### config.mk
export PLATFORM = sky130hd
export DESIGN_NAME = xgriscv_fetch_queue
export DESIGN_NICKNAME = d
export VERILOG_FILES = /design/src/rtl/xgriscv_fetch_queue.sv
export SDC_FILE = /design/constraint.sdc
export NUM_CORES = 1
export LEC_CHECK = 0
export CORE_ASPECT_RATIO = 1.1
export CORE_MARGIN = 2
export CORE_UTILIZATION = 47
export DETAILED_ROUTE_END_ITERATION = 12
export HOLD_SLACK_MARGIN = 0.12
export PLACE_DENSITY = 0.8
export SLEW_MARGIN = 20
export SYNTH_ARGS = -nofsm -noshare
export SYNTH_HDL_FRONTEND = slang
export SYNTH_SLANG_ARGS = --single-unit
### constraint.sdc
create_clock -name clk -period 8.9 [get_ports clk]
set_input_delay 2.67 -clock clk [delete_from_list [all_inputs] [get_ports clk]]
set_output_delay 2.67 -clock clk [all_outputs]
set_load 0.03 [all_outputs]
### src/rtl/xgriscv_fetch_queue.sv
// rtl/xgriscv_fetch_queue.sv - fetch-to-decode instruction queue with flush and optional bypass
//
// Purpose:
//   Small circular FIFO between the fetch and decode stages. Each entry holds an
//   instruction and its PC. A flush (branch/jump redirect) discards every held
//   entry. The head PC is also presented pre-incremented by 4.
//
// Optional feature:
//   XGRISCV_FQ_BYPASS_EN - when defined, an entry offered to an empty queue is
//   presented to decode in the same cycle. It is stored only if decode does not
//   take it in that cycle.
//
// Parameters:
//   ADDR_W  - PC width in bits
//   INSTR_W - instruction width in bits
//   DEPTH   - entry count (power of two, >= 2)
//
// Ports:
//   clk         - clock, all state updates on the rising edge
//   reset       - synchronous active-high reset
//   flush       - redirect, discards all entries at the next edge
//   in_valid    - fetch offers an entry
//   in_ready    - queue accepts the offered entry
//   in_instr    - offered instruction
//   in_pc       - offered PC
//   out_valid   - head entry presented to decode
//   out_ready   - decode consumes the head entry
//   out_instr   - head instruction (NOP when out_valid is 0)
//   out_pc      - head PC (0 when out_valid is 0)
//   out_pcplus4 - head PC + 4 (0 when out_valid is 0)
//   count       - number of held entries

module xgriscv_fetch_queue #(
    parameter int ADDR_W  = 32,
    parameter int INSTR_W = 32,
    parameter int DEPTH   = 4
) (
    input  logic                       clk,
    input  logic                       reset,
    input  logic                       flush,
    input  logic                       in_valid,
    output logic                       in_ready,
    input  logic [INSTR_W-1:0]         in_instr,
    input  logic [ADDR_W-1:0]          in_pc,
    output logic                       out_valid,
    input  logic                       out_ready,
    output logic [INSTR_W-1:0]         out_instr,
    output logic [ADDR_W-1:0]          out_pc,
    output logic [ADDR_W-1:0]          out_pcplus4,
    output logic [$clog2(DEPTH):0]     count
);

    localparam int PTR_W = $clog2(DEPTH);
    localparam int CNT_W = PTR_W + 1;
    localparam logic [CNT_W-1:0]   FULL_CNT  = CNT_W'(DEPTH);
    localparam logic [31:0]        NOP_32    = 32'h0000_0013;
    localparam logic [INSTR_W-1:0] NOP_INSTR = INSTR_W'(NOP_32);

    // Entry storage is deliberately left out of reset/flush: only the pointers
    // and the count define which slots are meaningful.
    logic [INSTR_W-1:0] r_mem_instr [DEPTH];
    logic [ADDR_W-1:0]  r_mem_pc    [DEPTH];

    logic [PTR_W-1:0]   r_wr_ptr;
    logic [PTR_W-1:0]   r_rd_ptr;
    logic [CNT_W-1:0]   r_count;

    logic               w_empty;
    logic               w_full;
    logic               w_head_valid;
    logic               w_bypass;
    logic               w_push;
    logic               w_pop;
    logic [ADDR_W-1:0]  w_head_pc;
    logic [INSTR_W-1:0] w_head_instr;

    assign w_empty      = (r_count == '0);
    assign w_full       = (r_count == FULL_CNT);
    assign w_head_valid = !w_empty && !flush;

`ifdef XGRISCV_FQ_BYPASS_EN
    // Empty queue forwards the offered entry straight to decode.
    assign w_bypass = w_empty && in_valid && !flush;
`else
    // No path from any in_* input reaches the outputs in this build.
    assign w_bypass = 1'b0;
`endif

    // in_ready depends only on state and flush, never on out_ready.
    assign in_ready  = !w_full && !flush;
    assign out_valid = w_head_valid || w_bypass;

    // A bypassed entry consumed in the same cycle never touches storage.
    assign w_push = in_valid && in_ready && !(w_bypass && out_ready);
    assign w_pop  = w_head_valid && out_ready;

    always_comb begin
        w_head_instr = NOP_INSTR;
        w_head_pc    = '0;
        if (w_bypass) begin
            w_head_instr = in_instr;
            w_head_pc    = in_pc;
        end else if (w_head_valid) begin
            w_head_instr = r_mem_instr[r_rd_ptr];
            w_head_pc    = r_mem_pc[r_rd_ptr];
        end
    end

    assign out_instr   = w_head_instr;
    assign out_pc      = w_head_pc;
    assign out_pcplus4 = out_valid ? (w_head_pc + ADDR_W'(4)) : '0;
    assign count       = r_count;

    always_ff @(posedge clk) begin
        if (w_push && !reset) begin
            r_mem_instr[r_wr_ptr] <= in_instr;
            r_mem_pc[r_wr_ptr]    <= in_pc;
        end
    end

    always_ff @(posedge clk) begin
        if (reset || flush) begin
            r_wr_ptr <= '0;
            r_rd_ptr <= '0;
            r_count  <= '0;
        end else begin
            // DEPTH is a power of two, so pointer overflow is the modulo wrap.
            if (w_push) begin
                r_wr_ptr <= r_wr_ptr + PTR_W'(1);
            end
            if (w_pop) begin
                r_rd_ptr <= r_rd_ptr + PTR_W'(1);
            end
            case ({w_push, w_pop})
                2'b10:   r_count <= r_count + CNT_W'(1);
                2'b01:   r_count <= r_count - CNT_W'(1);
                default: r_count <= r_count;
            endcase
        end
    end

endmodule

==> impl_results.md, run 1 <==
- Status: completed
- H-tree level count: 1
- Layout cells sized above 1: 16.4%
- Worst r2r src: count[0]
- Final Core Density: 59.5%
- CP max-delay cell: clkdlybuf4s50_1
- Worst path cell trace: clkdlybuf4s50_1, and4b_1, nand4_4, or4_4, or3_1, a21oi_1, clkdlybuf4s50_1
- # placed instances: 1024
- Die area: 24600 um^2
- Critical path buffer and inverter count: 2
- Worst-case reg-to-reg path depth: 11
- Number of global-route vias before repair: 6043
- Initial antenna violation count: 2
- Drt first-iter violations: roughly 340
- CP required: 6.23 ns
- #FFs+latches synth: 265
- Drt total wl: 21800 um
- Crit path DAT: 5.65 ns
- Die height: 164 um
- Setup Crit Path Kind: in -> out
- Mapped cell area: 11000 um^2
- CTS clk-pin slew, worst paths: about 0.06 ns
- Clock buffer depth: 3
- Tot GR Track Use: 17.7%
- Synth warn: 0
- Area grow syn2layout: 24.0%
- Post-route cell area: 13600 um^2
- Pre-CTS setup slack: 0.588 ns
- I/O pin count: 170
- Total of max-cap violations: 0
- Routed len/inst: 20.4 um
- Critical path's top delay family: simple AND/OR/NAND/NOR gates
- Hold Path Cell Cnt: 2
- Initial Util: 47.9%
- Pins over their slew limit: 0
- Min-Delay Path Class: reg -> reg
- Clk sinks: 265
- Avg Inst Size Synth: approximately 19 um^2
- Die Span X: 150 um
- Num CTS Buffers: 26
- Input/output buffers: roughly 170
- Largest net degree at the start of global routing: 65
- Core Box Area: 22900 um^2
- Post-Layout Cell Count: between 1k and 1.5k
- RSZ-0062 raised after global routing: no
- Area occupied by multi-input gates: 2870 um^2
- Router iterations before antenna repair: 5
- CTS tree: built
- Fill cells: 1724
- DR DRC count: 0
- # hold bufs at CTS: 0
- Vias per cell: 5.43
- Setup TNS: 0 ns
- CP dominant cell by count: clkdlybuf4s50_1
- CP Capture Type: primary output
- Final hold viol count: 0
- Setup ws final: 0.576 ns
- CP max stage delay: 0.68 ns
- Clock root buffer: clkbuf_16
- Final net count: 828
- Final GP Congestion: 0.867
- GRT Residual Overflow: 0
- Setup crit start kind: input port
- Dpl cell area: around 13000 um^2
- Power per Cell Area: 182 nW/um^2
- Tightest Pin Transition: 1.03 ns
- # resized after CTS: 0
- Worst rel slew slack: 31.3%
- DP HPWL: between 10000 and 15000 um
- Crit. Startpoint: flush
- Leak pwr: 4.31 nW
- Rows: 58
- Worst hold start: r_wr_ptr[1]
- Crit share post-route: 93.5%
- Sequential cell area: 7880 um^2
- F_max: around 120 MHz
- Routed vias: 5814
- VDD IR max: 0.167 mV
- Clock Latency Late Sink: 0.52 ns
- First-pass GRT wire length: 33300 um
- Routed Antenna Nets: 0
- Critical path depth: 7
- Unique masters post-synth: 46
- Sequential share of the synthesized area: a little under three quarters
- Final setup viols: 0
- Setup Skew: 0.0133 ns
- Mapped Cells: between 500 and 600
- Syn_nets: 656
- Post-layout minimum cycle time: ~8.3 ns
- FF-to-FF setup slack: between 6 and 7 ns
- Post-CTS Setup Inserts: 0
- Crit-path max FO: 10
cells by family (layout without fill, tap and decap cells):
family	count (synthesis)	in the layout	synth area share (%)
DFF	265	265	71.6
buffers and inverters	41	230	2.41
adders and majority gates	7	7	0.865
xor gates and xnor gates	23	23	1.83
and+or+nand+nor	158	158	8.71
other	0	2	0
muxes	66	66	13.7
AOI/OAI and AO/OA	20	20	0.922
stage by stage:
stage | hold slack [ns] | power, W
after floorplan | 0.469 | 0.00146
after global placement | 0.487 | 0.00153
after detailed placement | 0.496 | 0.00153
after CTS | 0.504 | 0.00251
after global routing | 0.532 | 0.00256
final | 0.499 | 0.00248
placed cells by master, fill, tap and decap left out, types with 3 or more instances in the layout:
cell and count:
xor2_1 7, xnor2_1 16, nand2b_1 4, nand2_1 18
dfxtp_1 7, mux4_2 52, nand4_1 3, inv_1 11
and2_1 54, o21ai_0 9, nor2_1 27, ha_1 6
clkinv_1 8, clkbuf_1 5, nand3_1 5, clkbuf_16 27
nor4_1 6, and4b_1 3, and2_4 5, a21oi_1 10
or3_1 9, nor3_1 3, clkdlybuf4s50_1 156, buf_4 16
mux4_1 11, and3b_1 3, edfxtp_1 256, and2_2 4
cell usage after synthesis (all sizes together):
library cell  count  area share (%)
or3               9            0.51
or2               1           0.057
fa                1            0.18
and4b             3            0.27
clkbuf           17            0.98
dfxtp             9             1.6
o21ai             9            0.41
edfxtp          256              70
inv              12            0.41
nor2             27            0.92
nand2            18            0.61
a21oi            10            0.46
nor3              3            0.14
mux2i             1           0.091
xnor2            16             1.3
nand2b            4            0.23
buf              12             1.0
nor4              6            0.34
and4              2            0.18
and3b             4            0.33
nand4             5            0.56
nand3             7            0.41
xor2              7            0.56
or4               2            0.20
mux4             64              14
a31oi             1           0.057
and3              4            0.28
and2             63             3.7
mux2              1            0.10
ha                6            0.68
report_power, final:
part | total, W | leakage (nW) | switching (W) | internal [W]
combinational | 0.000119 | 1.56 | 0.0000616 | 0.0000578
clock | 0.000977 | 0.364 | 0.000427 | 0.000550
sequential | 0.00138 | 2.39 | 0.00000369 | 0.00138
worst paths after layout:
path	endpoint
worst min-delay path	r_wr_ptr[1]
worst max-delay path	out_pcplus4[31]
worst max register to register	count[2]
worst min register to register	r_wr_ptr[1]
worst min-delay path: stages (launching register included):
cell     delay [ns]
dfxtp_1        0.33
nand2_1        0.06
a21oi_1        0.05
registers in the layout (all words and copies together), names as in the netlist, named ones only:
| register | count |
|---|---|
| count | 3 |
| r_mem_instr | 128 |
| r_mem_pc | 128 |
| r_rd_ptr | 2 |
| r_wr_ptr | 2 |
layer usage:
layer / part of all wire, % / vias up / wire length, um / GRT usage [%]
li1: - / 2632 / - / -
met1: 41 / 2942 / 8980 / 23.3
met2: 50 / 202 / 10900 / 30.2
met3: 6.8 / 36 / 1480 / 3.67
met4: 1.9 / 2 / 405 / 4.67
met5: 0.037 / - / 8 / 0
area by class of cell:
type	count	share of cell area (%)
diodes	2	0.0367
clock inverters	13	0.496
multi-input cells	274	21.1
repair buffers	173	12.5
flip-flops and latches	265	57.8
well taps	300	2.75
clock buffers	32	5.09
inverters	12	0.330
Note: power is estimated with default switching activity, not from simulation.
==> inputs of run 2 (changes only) <==
--- a/config.mk
+++ b/config.mk
@@ -11,6 +11,7 @@
 export DETAILED_ROUTE_END_ITERATION = 12
 export HOLD_SLACK_MARGIN = 0.12
 export PLACE_DENSITY = 0.8
+export REMOVE_ABC_BUFFERS = 1
 export SLEW_MARGIN = 20
 export SYNTH_ARGS = -nofsm -noshare
 export SYNTH_HDL_FRONTEND = slang
==> constraint.sdc (replaced) <==
create_clock -name clk -period 8.9 [get_ports clk]
set_input_delay 2.67 -clock clk [delete_from_list [all_inputs] [get_ports clk]]
set_output_delay 2.67 -clock clk [all_outputs]
set_load 0.01 [all_outputs]
==> run 2 against run 1 <==
Hold slack better by 0.017 ns. Sequential power is essentially flat. Non-clock buffer count rose by 2. Register-to-register slack improved by 0.11 ns. Count of clock-buffer cells in the layout down 2. Clock skew decreased by 0.0079 ns. Largest power group unchanged.
==> impl_results.md, run 2 (synthesized netlist as in run 1, its figures left out) <==
- CP required: 6.23 ns
- Design Power: around 0.0026 W
- Min-Delay Path Class: reg -> reg
- Post-route cell area: about 14000 um^2
- Tot GR Track Use: 17.8%
- RSZ-0062 raised after global routing: no
- Initial antenna violation count: 2
- Clk sinks: around 270
- Most frequent cells in the layout: 256 x edfxtp_1, 169 x clkdlybuf4s50_1, 54 x and2_1
- Layout cells sized above 1: between 10% and 20%
- Worst rel slew slack: 31.4%
- Power per Cell Area: approximately 190 nW/um^2
- Routed Antenna Nets: 0
- DR DRC count: 0
- Worst-case reg-to-reg path depth: 11
- Tightest Pin Transition: slightly above 1 ns
- Setup TNS: 0 ns
- CTS tree: built
- VDD IR max: 0.152 mV
- Final net count: ~830
- Crit share post-route: 94.5%
- Area occupied by multi-input gates: ~2900 um^2
- Final hold viol count: 0
- Rows: 58
- Sequential cell area: 7880 um^2
- Drt first-iter violations: 327
- Core Box Area: about 23000 um^2
- GRT Residual Overflow: 0
- Commonest non-fill, non-tap cell in the layout: edfxtp_1
- Die height: 164 um
- DP HPWL: around 13000 um
- H-tree level count: 1
- CP Capture Type: primary output
- Dpl cell area: around 13000 um^2
- Final GP Congestion: about 0.82
- Fill cells: 1768
- Largest net degree at the start of global routing: 65
- Area grow syn2layout: 25.2%
- # hold bufs at CTS: 0
- Die area: 24600 um^2
- Vias per cell: 5.39
- Clock root buffer: clkbuf_16
- I/O pin count: 170
- Pins over their slew limit: 0
- Drt total wl: 21600 um
- CTS clk-pin slew, worst paths: 0.06 ns
- # resized after CTS: 0
- Number of global-route vias before repair: 6092
- Setup Crit Path Kind: in -> out
- Routed len/inst: around 20 um
- Setup Skew: around 0.0054 ns
- Die Span X: 150 um
- Setup ws final: ~0.49 ns
- Router iterations before antenna repair: 4
- Initial Util: 47.9%
- Routed vias: 5791
- FF-to-FF setup slack: 6.21 ns
- First-pass GRT wire length: approximately 34000 um
- Clock Latency Late Sink: 0.52 ns
- Status: completed
- Input/output buffers: 169
- Crit path DAT: 5.74 ns
- Antenna Cells: 0
- Setup crit start kind: input port
- Hold Path Cell Cnt: 2
- Post-layout minimum cycle time: around 8.4 ns
- F_max: 119 MHz
- Num CTS Buffers: 27
- Total of max-cap violations: 0
- Pre-CTS setup slack: 0.505 ns
- Final setup viols: 0
- Crit-path max FO: 6
- Post-CTS Setup Inserts: 0
- Leak pwr: 4.35 nW
- Clock buffer depth: 3
==> run 2: power breakdown <==
part,leakage (nW),switching (W),internal (W)
combinational,1.54,0.0000483,0.0000583
sequential,2.39,0.00000374,0.00138
clock,0.419,0.000452,0.000643
==> run 2: final cells by class <==
type / instances / share of cell area [%]
clock buffer: 30 / 4.99
clock inverter: 19 / 1.29
inverter: 12 / 0.327
multi-input combinational: 274 / 20.9
sequential: 265 / 57.2
tap: 300 / 2.73
timing repair buffer: 175 / 12.6
==> run 2: path summary, 6_finish.rpt <==
kind | from | to
setup / recovery | flush | out_pcplus4[28]
setup reg to reg | count[2] | count[2]
hold / removal | r_wr_ptr[1] | r_wr_ptr[1]
hold reg to reg | r_wr_ptr[1] | r_wr_ptr[1]
==> run 2: per-layer routing <==
| metal | vias to the layer above | track usage (%) | routed length [um] |
|---|---|---|---|
| met3 | 42 | 3.78 | 1510 |
| met1 | 2916 | 23.8 | 8920 |
| met4 | 4 | 4.59 | 449 |
| met2 | 189 | 30.0 | 10700 |
| met5 | - | 0 | 30 |
| li1 | 2640 | - | - |
==> run 2: through the flow <==
step / cells / hold slack [ns] / utilization (%)
floorplan: 551 / 0.469 / -
global placement: 1026 / 0.494 / 56.3
detailed placement: 1026 / 0.506 / 56.3
CTS: 1075 / 0.520 / 60.0
global route: 1075 / 0.544 / 60.0
finish: 1075 / 0.516 / 60.0
==> run 2: worst max-delay path, stage by stage <==
cell             delay (ns)
clkdlybuf4s50_1        0.42
nand2b_1               0.18
inv_2                  0.08
and2_1                 0.14
ha_1                   0.20
and4b_1                0.25
nand4_4                0.14
or4_4                  0.59
or3_1                  0.36
a21oi_1                0.16
clkdlybuf4s50_1        0.55
==> variant 1, RTL diff (flow settings as in run 2) <==
The parameter `ADDR_W` goes from 32 to 36.
--- a/src/rtl/xgriscv_fetch_queue.sv
+++ b/src/rtl/xgriscv_fetch_queue.sv
@@ -31,7 +31,7 @@
 //   count       - number of held entries
 
 module xgriscv_fetch_queue #(
-    parameter int ADDR_W  = 32,
+    parameter int ADDR_W  = 36,
     parameter int INSTR_W = 32,
     parameter int DEPTH   = 4
 ) (
Interface: changed (resized in_pc, out_pc and out_pcplus4); port bits go from 170 to 182. No check against the original RTL was run, so the function may have changed too.
==> variant 1 against run 2 <==
Count of clock-buffer cells in the layout is 4 higher; synthesized area increased by 5.6%; register-to-register slack lost 0.30 ns; largest cell class unchanged; final area rose by 6.6%; total power is 5.1% higher; worst setup slack improved by 0.042 ns; maximum frequency up 0.50%; wire length is 11% higher; sequential cell count grew 16; largest power group unchanged; clock skew rose by 0.0017 ns; combinational power grew 14%; cell count increased by 6.9%.
==> variant 1: results (changes against run 2) <==
clocking:
  ctsResizeCount: 0  # unchanged
power:
  ir_worst_vdd_mv: 0.122  # was 0.152 mV
  leakage_nw: 4.87  # was 4.35 nW
final_layout:
  largest_reg_flops: 144
  nets: 894  # was 831
  layout-drive-gt1-share: 0.154  # was 0.157
worst_setup_path:
  rrSetupSlack_ns: 5.91  # was 6.21 ns
  path_max_fanout: 29  # was 6
  crit_end: "out_pcplus4[35]"  # was out_pcplus4[28]
  worstReg2RegStart: "count[0]"  # was count[2]
  ff2ff_path_depth: 9  # was 11
  cp.arrival_ns: 5.70  # was 5.74 ns
placement:
  dp_hpwl_um: 14700  # was 13,300 um
  io_buffers: 181  # was 169
  pre_cts_slack_ns: 0.556  # was 0.505 ns
routing:
  via_count: 6389  # was 5,791
global_routing:
  grt_pass1_wl_um: 37200  # was 33,700 um
  grt_pass1_vias: 6681  # was 6,092
  grt_max_degree: 69  # was 65
  grt_antenna_before_repair: 3  # was 2
synth:
  synth_edf_count: 272  # was 256
  synth_common_cells: "edfxtp_1 (272), and3_1 (62), mux4_2 (55)"  # was edfxtp_1 (256), and2_1 (58), mux4_2 (52)
  synth-seq-area-share: 0.719  # was 0.716
  synthDistinctLibCells: 38  # was 46
  synth.area.top_cells: "edfxtp_1 (70%), mux4_2 (11%), and3_1 (3.3%), mux4_1 (2.9%), dfxtp_1 (1.6%)"  # was edfxtp_1 (70%), mux4_2 (11%), and2_1 (3.3%), mux4_1 (2.6%), dfxtp_1 (1.6%)
timing:
  worst-slew-pin-transition_ns: 1.07  # was 1.03 ns
  finClkSkew_ns: 0.00708  # was 0.00542 ns
  max_freq_mhz: 119  # about the same
status:
  outcome: "complete, no violations"  # unchanged
[variant 1: metrics by stage]
stage / instance area [um2] / hold WS [ns] / utilization / std cells
3_3_place_gp: 13700 / 0.480 / 0.563 / 1092
3_5_place_dp: 13700 / 0.501 / 0.563 / 1092
5_1_grt: 14700 / 0.545 / 0.601 / 1146
6_report: 14700 / 0.513 / 0.601 / 1149
4_1_cts: 14600 / 0.514 / 0.599 / 1144
2_1_floorplan: 11400 / 0.469 / - / 589
[variant 1: final cells by class]
class                           instances  area (um2)
Fill cell                            1797        9720
Sequential cell                       281        8360
Multi-Input combinational cell        293        3030
Timing Repair Buffer                  195        1950
Clock buffer                           34         744
Tap cell                              310         388
Clock inverter                         18         149
Inverter                               15        56.3
Antenna cell                            3        7.51
[variant 1: worst min path at each step]
stage / start / to / slack, ns / depth (start not counted)
final: r_wr_ptr[1] / r_wr_ptr[1] / 0.51 / 2
after global routing: r_wr_ptr[1] / r_wr_ptr[1] / 0.55 / 2
after CTS: r_wr_ptr[1] / r_wr_ptr[1] / 0.51 / 2
after detailed placement: r_wr_ptr[1] / r_wr_ptr[1] / 0.50 / 2
after global placement: r_wr_ptr[1] / r_wr_ptr[1] / 0.48 / 2
after floorplan: r_wr_ptr[1] / r_wr_ptr[1] / 0.47 / 2
[variant 1: where the power goes]
group,internal (mW),switching [mW],total [mW]
clock,0.654,0.477,1.13
sequential,1.46,0.00360,1.47
combinational,0.0625,0.0590,0.122
total,2.18,0.539,2.72
[variant 1: cells by family after synthesis]
| logic type | after synthesis | synth area share |
|---|---|---|
| adders and majority gates | 7 | 0.00819 |
| xor gates and xnor gates | 23 | 0.0174 |
| DFF | 281 | 0.719 |
| muxes | 72 | 0.140 |
| and+or+nand+nor | 169 | 0.0833 |
| buffers and inverters | 50 | 0.0212 |
| AOI/OAI and AO/OA | 22 | 0.0111 |
[variant 1: routing by layer]
| layer | GRT usage | vias up | wire [um] |
|---|---|---|---|
| met5 | 0 | - | 0 |
| met4 | 0.0516 | 0 | 519 |
| met3 | 0.0361 | 39 | 1560 |
| met2 | 0.312 | 203 | 11700 |
| met1 | 0.249 | 3239 | 10300 |
| li1 | - | 2908 | - |
[variant 1: critical path: stages]
cell	delay [ns]
clkdlybuf4s50_1	0.51
inv_2	0.14
buf_4	0.29
nand3_1	0.21
nor3b_1	0.25
buf_4	0.22
nand4_2	0.16
or4_1	0.51
a21oi_1	0.17
clkdlybuf4s50_1	0.55
==> variant 2, RTL diff (config.mk and constraints of run 2) <==
Without the edit above. Register the output `count` once more; this adds one clock of latency there. The other outputs are not delayed to match.
--- a/src/rtl/xgriscv_fetch_queue.sv
+++ b/src/rtl/xgriscv_fetch_queue.sv
@@ -109,7 +109,9 @@
     assign out_instr   = w_head_instr;
     assign out_pc      = w_head_pc;
     assign out_pcplus4 = out_valid ? (w_head_pc + ADDR_W'(4)) : '0;
-    assign count       = r_count;
+    always_ff @(posedge clk) begin
+        count <= r_count;
+    end
 
     always_ff @(posedge clk) begin
         if (w_push && !reset) begin
Check against the original RTL: not equivalent (a bounded check fails within 4 cycles, from zero or initial values).
==> variant 2 against run 2 <==
Via count decreased by 1.5%; global-route usage decreased by 0.75 points; synthesized cell count increased by 0.52%; critical path depth unchanged; sequential cell count increased by 3; final area increased by 0.45%; wire length decreased by 3.5%; synthesized area increased by 0.55%; non-clock buffer count decreased by 1; die area increased by 0.53%; worst setup slack got worse by 0.0099 ns; total power increased by 0.36%.
==> variant 2: results (changes against run 2) <==
synth:
  yosys.area_share.adder: 0.00860  # was 0.00865
  synth_ff_type: "edfxtp_1"  # unchanged
  synthMuxAreaShare: 0.136  # was 0.137
  synth-seq-area-share: 0.717  # was 0.716
  synth_compound_area_frac: 0.00917  # was 0.00922
  syn_avg_cell_area_um2: 19.0  # about the same
  ys_async_sr_fraction: 0  # unchanged
  synth.area.top_cells: "edfxtp_1 (70%), mux4_2 (11%), and2_1 (3.3%), mux4_1 (2.6%), dfxtp_1 (2.2%)"  # was edfxtp_1 (70%), mux4_2 (11%), and2_1 (3.3%), mux4_1 (2.6%), dfxtp_1 (1.6%)
  ys_warn_count: 0  # unchanged
  synth_xor_area_frac: 0.0182  # was 0.0183
  synth_edf_count: 256  # unchanged
timing:
  finClkSkew_ns: 0.0138  # was 0.00542 ns
  final.setup.tns_ns: 0  # unchanged
  worst-slew-pin-transition_ns: 1.02  # was 1.03 ns
min_path:
  hold_path.class: "flip-flop to flip-flop"  # unchanged
placement:
  io_buffers: 169  # unchanged
  globalplace.congestion: 0.790  # was 0.820
  placed_cells: 1028  # was 1,026
  place_area_um2: 13000  # was 12,900 um2
  dp_hpwl_um: 12500  # was 13,300 um
  pre_cts_slack_ns: 0.489  # was 0.505 ns
clocking:
  cts_buffer_depth: 3  # unchanged
  cts_made_buffers: 27  # unchanged
  ctsResizeCount: 0  # unchanged
  clock-root-buffer: "clkbuf_16"  # unchanged
power:
  p_int_mw: 2.09  # was 2.08 mW
  combinationalPowerShare: 0.041  # about the same
  ir_worst_vdd_mv: 0.176  # was 0.152 mV
  pwr-share-clk: 0.421  # was 0.424
  leakage_nw: 4.39  # was 4.35 nW
routing:
  vias_per_cell: 5.30  # was 5.39
  m1WireLength_um: 8790  # was 8920 um
  met2_length_um: 10400  # was 10,700 um
  finalWirelength_um: 20800  # was 21,600 um
  drt-initial-drc-count: 252  # was 327
  top_layer_used: "met5"  # unchanged
  drt_first_pass_iters: 5  # was 4
  wl_met3_um: 1350  # was 1510 um
final_layout:
  layout-drive-gt1-share: 0.163  # was 0.157
  largestRegisters: "r_mem_instr (128), r_mem_pc (128)"
  nets: 833  # was 831
  final_cells: 1077  # was 1,075
  fillCellCount: 1688  # was 1,768
status:
  outcome: "complete, no violations"  # unchanged
global_routing:
  grtUsageMet2: 0.293  # was 0.300
  grt_util_met3: 0.0320  # was 0.0378
  grt_pass1_vias: 5806  # was 6,092
  use_met1: 0.226  # was 0.238
  grt_antenna_before_repair: 1  # was 2
  grt_pass1_wl_um: 32300  # was 33,700 um
  gr-usage-all-layers: 0.170  # was 0.178
worst_setup_path:
  cp.arrival_ns: 5.75  # was 5.74 ns
  max_stage_delay_ns: 0.59  # about the same
==> variant 2: cell types whose count changed after synthesis, sizes merged <==
cell   delta
dfxtp     +3
==> variant 2: layout make-up <==
cell class | count | area (um2) | area share
clock buffers | 28 | 679 | 0.0491
clock inverters | 21 | 194 | 0.0140
inverters | 12 | 45.0 | 0.00326
multi-input cells | 274 | 2870 | 0.208
flip-flops and latches | 268 | 7940 | 0.574
well taps | 300 | 375 | 0.0271
repair buffers | 174 | 1730 | 0.125
==> variant 2: worst max-delay path: cells and delay by family <==
| family | cells | cell delay (ns) |
|---|---|---|
| adder cells (fa/ha/maj) | 1 | 0.21 |
| AND/OR/NAND/NOR | 6 | 1.66 |
| buffers and inverters | 3 | 1.06 |
| AO/OA/AOI/OAI | 1 | 0.14 |
==> variant 2: worst paths after layout <==
check        slack, ns        from               to  cells past startpoint
max reg2reg       6.15  r_count[2]       r_count[2]                     11
max               0.48       flush  out_pcplus4[28]                     11
min reg2reg       0.39  r_count[1]         count[1]                      0
min               0.39  r_count[1]         count[1]                      0
